[config.mk]
export PLATFORM = sky130hd
export DESIGN_NAME = stack_unit
export DESIGN_NICKNAME = d
export VERILOG_FILES = /design/src/rtl/stack_unit.sv
export SDC_FILE = /design/constraint.sdc
export NUM_CORES = 1
export LEC_CHECK = 0
export ABC_AREA = 1
export CORE_ASPECT_RATIO = 0.75
export CORE_MARGIN = 1.5
export CORE_UTILIZATION = 44
export CTS_CLUSTER_DIAMETER = 40
export DETAILED_ROUTE_END_ITERATION = 16
export PLACE_DENSITY = 0.91
export SLEW_MARGIN = 25
export SYNTH_ARGS = -nofsm -noshare
export SYNTH_HDL_FRONTEND = slang
export SYNTH_SLANG_ARGS = --single-unit
[constraint.sdc]
create_clock -name clk -period 2.2 [get_ports clk]
set_clock_uncertainty 0.1 [all_clocks]
set_input_delay 0.33 -clock clk [delete_from_list [all_inputs] [get_ports clk]]
set_output_delay 0.33 -clock clk [all_outputs]
set_load 0.01 [all_outputs]
[src/rtl/stack_unit.sv]
// -----------------------------------------------------------------------------
// stack_unit
//   Stack pointer unit that sequences multi-byte push/pull bus cycles into a
//   fixed stack page. A push writes at {PAGE, sp} then post-decrements sp; a
//   pull pre-increments and reads at {PAGE, sp+1}. One bus cycle per clock.
//
//   Optional feature: define STACK_WRAP_DET_EN to enable the sticky wrap_flag
//   (set when a push decrements sp from 0 or a pull increments it from all
//   ones, cleared by wrap_clr, set wins). Without the macro wrap_flag is 0.
//
// Ports
//   clk        in   clock, rising edge active
//   rst_n      in   asynchronous active-low reset
//   load       in   load load_val into sp (idle only, lowest priority)
//   load_val   in   [WIDTH]   new stack pointer value
//   push_req   in   start a push of count bytes (highest priority)
//   pull_req   in   start a pull of count bytes
//   count      in   [2]       bytes to transfer, 1..3 (0 ignores request)
//   busy       out  bus cycle in progress
//   mem_addr   out  [PAGE_W+WIDTH] {PAGE, byte address}
//   mem_we     out  push bus cycle strobe
//   mem_re     out  pull bus cycle strobe
//   byte_idx   out  [2]       byte index within transfer
//   done       out  final bus cycle of the transfer
//   sp         out  [WIDTH]   current stack pointer
//   wrap_flag  out  sticky wrap indication
//   wrap_clr   in   clear for wrap_flag
// -----------------------------------------------------------------------------
module stack_unit #(
   parameter int                 WIDTH    = 8,
   parameter int                 PAGE_W   = 8,
   parameter logic [PAGE_W-1:0]  PAGE     = 8'h01,
   parameter logic [WIDTH-1:0]   RESET_SP = '0
) (
   input  logic                       clk,
   input  logic                       rst_n,
   input  logic                       load,
   input  logic [WIDTH-1:0]           load_val,
   input  logic                       push_req,
   input  logic                       pull_req,
   input  logic [1:0]                 count,
   output logic                       busy,
   output logic [PAGE_W+WIDTH-1:0]    mem_addr,
   output logic                       mem_we,
   output logic                       mem_re,
   output logic [1:0]                 byte_idx,
   output logic                       done,
   output logic [WIDTH-1:0]           sp,
   output logic                       wrap_flag,
   input  logic                       wrap_clr
);

   localparam logic [1:0] S_IDLE = 2'd0;
   localparam logic [1:0] S_PUSH = 2'd1;
   localparam logic [1:0] S_PULL = 2'd2;

   logic [1:0]       r_state;
   logic [WIDTH-1:0] r_sp;
   logic [1:0]       r_cnt;
   logic [1:0]       r_idx;

   logic             w_busy;
   logic             w_last;
   logic             w_req;
   logic             w_can_start;
   logic             w_wrap_set;
   logic [WIDTH-1:0] w_sp_inc;
   logic [WIDTH-1:0] w_sp_dec;

   assign w_busy   = (r_state != S_IDLE);
   assign w_last   = w_busy && (r_idx == (r_cnt - 2'd1));
   assign w_sp_inc = r_sp + WIDTH'(1);
   assign w_sp_dec = r_sp - WIDTH'(1);

   // A request with count 0 is treated as absent. The final bus cycle returns
   // to idle at its closing edge, so a request seen in that cycle starts the
   // next transfer back-to-back.
   assign w_req       = (push_req || pull_req) && (count != 2'd0);
   assign w_can_start = !w_busy || w_last;

   assign w_wrap_set  = ((r_state == S_PUSH) && (r_sp == '0)) ||
                        ((r_state == S_PULL) && (r_sp == '1));

   assign busy     = w_busy;
   assign mem_we   = (r_state == S_PUSH);
   assign mem_re   = (r_state == S_PULL);
   assign done     = w_last;
   assign byte_idx = w_busy ? r_idx : 2'd0;
   assign sp       = r_sp;
   assign mem_addr = {PAGE, (r_state == S_PULL) ? w_sp_inc : r_sp};

   always_ff @(posedge clk or negedge rst_n) begin
      if (!rst_n) begin
         r_state <= S_IDLE;
         r_sp    <= RESET_SP;
         r_cnt   <= 2'd0;
         r_idx   <= 2'd0;
      end else begin
         case (r_state)
            S_PUSH:  r_sp <= w_sp_dec;
            S_PULL:  r_sp <= w_sp_inc;
            default: if (load && !w_req) r_sp <= load_val;
         endcase

         if (w_busy) begin
            r_idx <= r_idx + 2'd1;
            if (w_last) r_state <= S_IDLE;
         end

         // Starting a transfer overrides the end-of-transfer update above.
         if (w_can_start && w_req) begin
            r_state <= push_req ? S_PUSH : S_PULL;
            r_cnt   <= count;
            r_idx   <= 2'd0;
         end
      end
   end

`ifdef STACK_WRAP_DET_EN
   logic r_wrap;

   always_ff @(posedge clk or negedge rst_n) begin
      if (!rst_n) begin
         r_wrap <= 1'b0;
      end else if (w_wrap_set) begin
         r_wrap <= 1'b1;
      end else if (wrap_clr) begin
         r_wrap <= 1'b0;
      end
   end

   assign wrap_flag = r_wrap;
`else
   logic w_unused_wrap;

   assign w_unused_wrap = wrap_clr ^ w_wrap_set;
   assign wrap_flag     = 1'b0;
`endif

endmodule

==> impl_metrics.yaml <==
floorplan:
  die-area_um2: 3179
  num_rows: 16
  start_util: 0.4704
  die_h_um: 49.21
  die_w_um: 64.61
  ios: 47
  coreArea_um2: 2663
cells_and_area:
  post-route-util: 0.6424
  drive_above_1_share: 0.1255
  fill_cells: 257
  layout_common_cells: "nand2_1 (48), clkdlybuf4s50_1 (27), nand3_1 (22)"
  mostFrequentLayoutCell: "nand2_1"
  syn_to_final_growth_pct: 36.56
  layout.nets: 254
  diodes: 0
timing:
  worstMarginPinSlew_ns: 0.6657
  slew_headroom: 0.5548
  min_period_ns: 2.115
  fin_tns_setup_ns: 0
  rsz0062_at_grt: "no"
  clock.fmax_mhz: 472.9
  hold_ws_ns: 0.3900
  drv_slew: 0
  finalSetupViolCount: 0
  post-route-period-util: 0.9612
  final_hold_viol_count: 0
clock_network:
  cts_made_buffers: 3
  clock-sinks: 14
  cts_root_buf: "clkbuf_8"
  cts_tree: "built"
  clk_latency_ns: 0.25
  clk_pin_slew_ns: 0.06
  hold_buffers: 0
  htree_levels: 1
  cts_buffer_depth: 2
worst_setup_path:
  worstPathRequired_ns: 1.77
  cp-start-kind: "flip-flop"
  crit_path_top_delay_cell: "clkdlybuf4s50_1"
  path_max_fanout: 5
  worst_path_largest_cell_delay_ns: 0.57
  crit_type: "flip-flop to output pin"
  cp_data_arrival_time_ns: 1.68
  path_depth: 4
  ff2ff_path_depth: 8
  critPathBufInv: 2
  critical_path.top_delay_family: "buffers and inverters"
  worstPathCellList: "inv_1 -> ha_2 -> nor2_1 -> clkdlybuf4s50_1"
  cp-end-kind: "output pin"
placed_design:
  port_buffers: 36
  hpwl_mm: 2.488
  routabilityCongestion: 0.9351
global_route:
  grt_pass1_wl_mm: 5.264
  antenna_found_initial: 0
  overflow: 0
  track_usage: 0.2106
  grt_max_degree: 15
  grt_pass1_vias: 1219
hold_path:
  hp-class: "primary input to asynchronous set/reset pin"
detailed_routing:
  drc: 0
  vias: 1344
  drtPass1Iterations: 4
  wl_mm: 3.134
  route.detailed.wl_per_inst_um: 11.74
  drt-initial-drc-count: 84
  postRouteAntennaNets: 0
  via_per_inst: 5.034
pwr:
  p_per_area_nw_per_um2: 1685
  total_power_mw: 2.882
  cellLeakagePower_nw: 0.8578
  max-vdd-ir-drop_mv: 0.9671
logic_synthesis:
  syn_area_per_cell_um2: 6.662
  syn-cell-area_um2: 1252
  synth_seq_cells: 14
  syn_inst: 188
  synth-simple-area-share: 0.3616
  synth_top_family_by_area: "simple AND/OR/NAND/NOR gates"
  synth_warnings: 0
  synth-edff-count: 0
  synth-compound-area-share: 0.1279
  synthXorXnorAreaFrac: 0.02797
  synth_fa_ha_area_frac: 0.05994
  synth_mux_area_frac: 0
  synth_ff_type: "dfrtp_1"
  yosysSeqAreaShare: 0.2797
  synthDistinctLibCells: 27
  async_flop_share: 1.000
status:
  status: "finished clean"
flow_run:
  maxCapViolations: 0
==> registers in the layout, summed over array words and instances (netlist names) <==
| signal | count |
|---|---|
| sp | 8 |
| r_idx | 2 |
| r_cnt | 2 |
| r_state | 2 |
==> path summary, 6_finish.rpt <==
kind | slack (ns) | to | start
worst max-delay path | 0.09 | byte_idx[0] | r_state[1]$_DFFE_PN0P_
worst max register to register | 0.50 | sp[2]$_DFFE_PN0P_ | sp[0]$_DFFE_PN0P_
max in group asynchronous | 1.15 | sp[3]$_DFFE_PN0P_ | rst_n
worst min-delay path | 0.39 | sp[4]$_DFFE_PN0P_ | rst_n
worst min register to register | 0.42 | r_cnt[0]$_DFFE_PN0P_ | r_cnt[0]$_DFFE_PN0P_
min in group clk | 0.42 | r_cnt[0]$_DFFE_PN0P_ | r_cnt[0]$_DFFE_PN0P_
==> kinds of logic after synthesis <==
kind of cell	Yosys count
other cells	2
flops	14
compound gates	27
simple gates	102
buf+inv	33
xor+xnor	4
fa+ha+maj	6
==> layer usage <==
metal  routed length [µm]  track usage
met1                 1420       0.2714
met3                  222      0.05543
met5                    0            0
met4                   10      0.02837
met2                 1481       0.3628
==> layout make-up <==
class	count	area, µm²	share of cell area
clock buffer	4	55.05	0.03219
multi-input combinational	148	759.5	0.4440
timing repair buffer	45	424.2	0.2480
inverter	20	75.07	0.04389
sequential	14	351.6	0.2056
tap	36	45.04	0.02634
==> repair_timing <==
item	4_1_cts	5_1_grt
gates resized for setup	11	1
cloned	0	0
endpoints found under the setup margin	10	1
setup buffers	1	0
==> synthesized netlist by cell type (3+ instances only) <==
cell      number  area [µm²]
nand2_1       48       180.2
nand3_1       22       110.1
nor2_1        20       75.07
inv_1         19       71.32
o21ai_0       17       85.08
dfrtp_1       14       350.3
buf_4         10       75.07
ha_1           6       75.07
o211ai_1       4       30.03
nand3_2        3       30.03
nor2_2         3       18.77
xor2_1         3       26.28
==> report_power, final <==
group | switching (mW) | total, mW | internal, mW
Combinational | 1.16 | 2.08 | 0.923
Sequential | 0.149 | 0.547 | 0.397
Clock | 0.0952 | 0.254 | 0.159
==> metrics by stage <==
stage / area, µm² / setup WS (ns) / std cells
floorplan: 1279 / 0.5567 / 195
global placement: 1648 / 0.1546 / 262
detailed placement: 1648 / 0.1019 / 262
CTS: 1708 / 0.002919 / 267
global route: 1710 / 0.02683 / 267
finish: 1710 / 0.08538 / 267
==> worst reg2reg max path: cells and delay by family (launching register included) <==
kind                       cells  cell delay, ns
and+or+nand+nor                3            0.44
AOI/OAI and AO/OA              2            0.19
adders and majority gates      1            0.28
buffers and inverters          2            0.24
DFF                            1            0.35
Note: power is estimated with default switching activity, not from simulation.
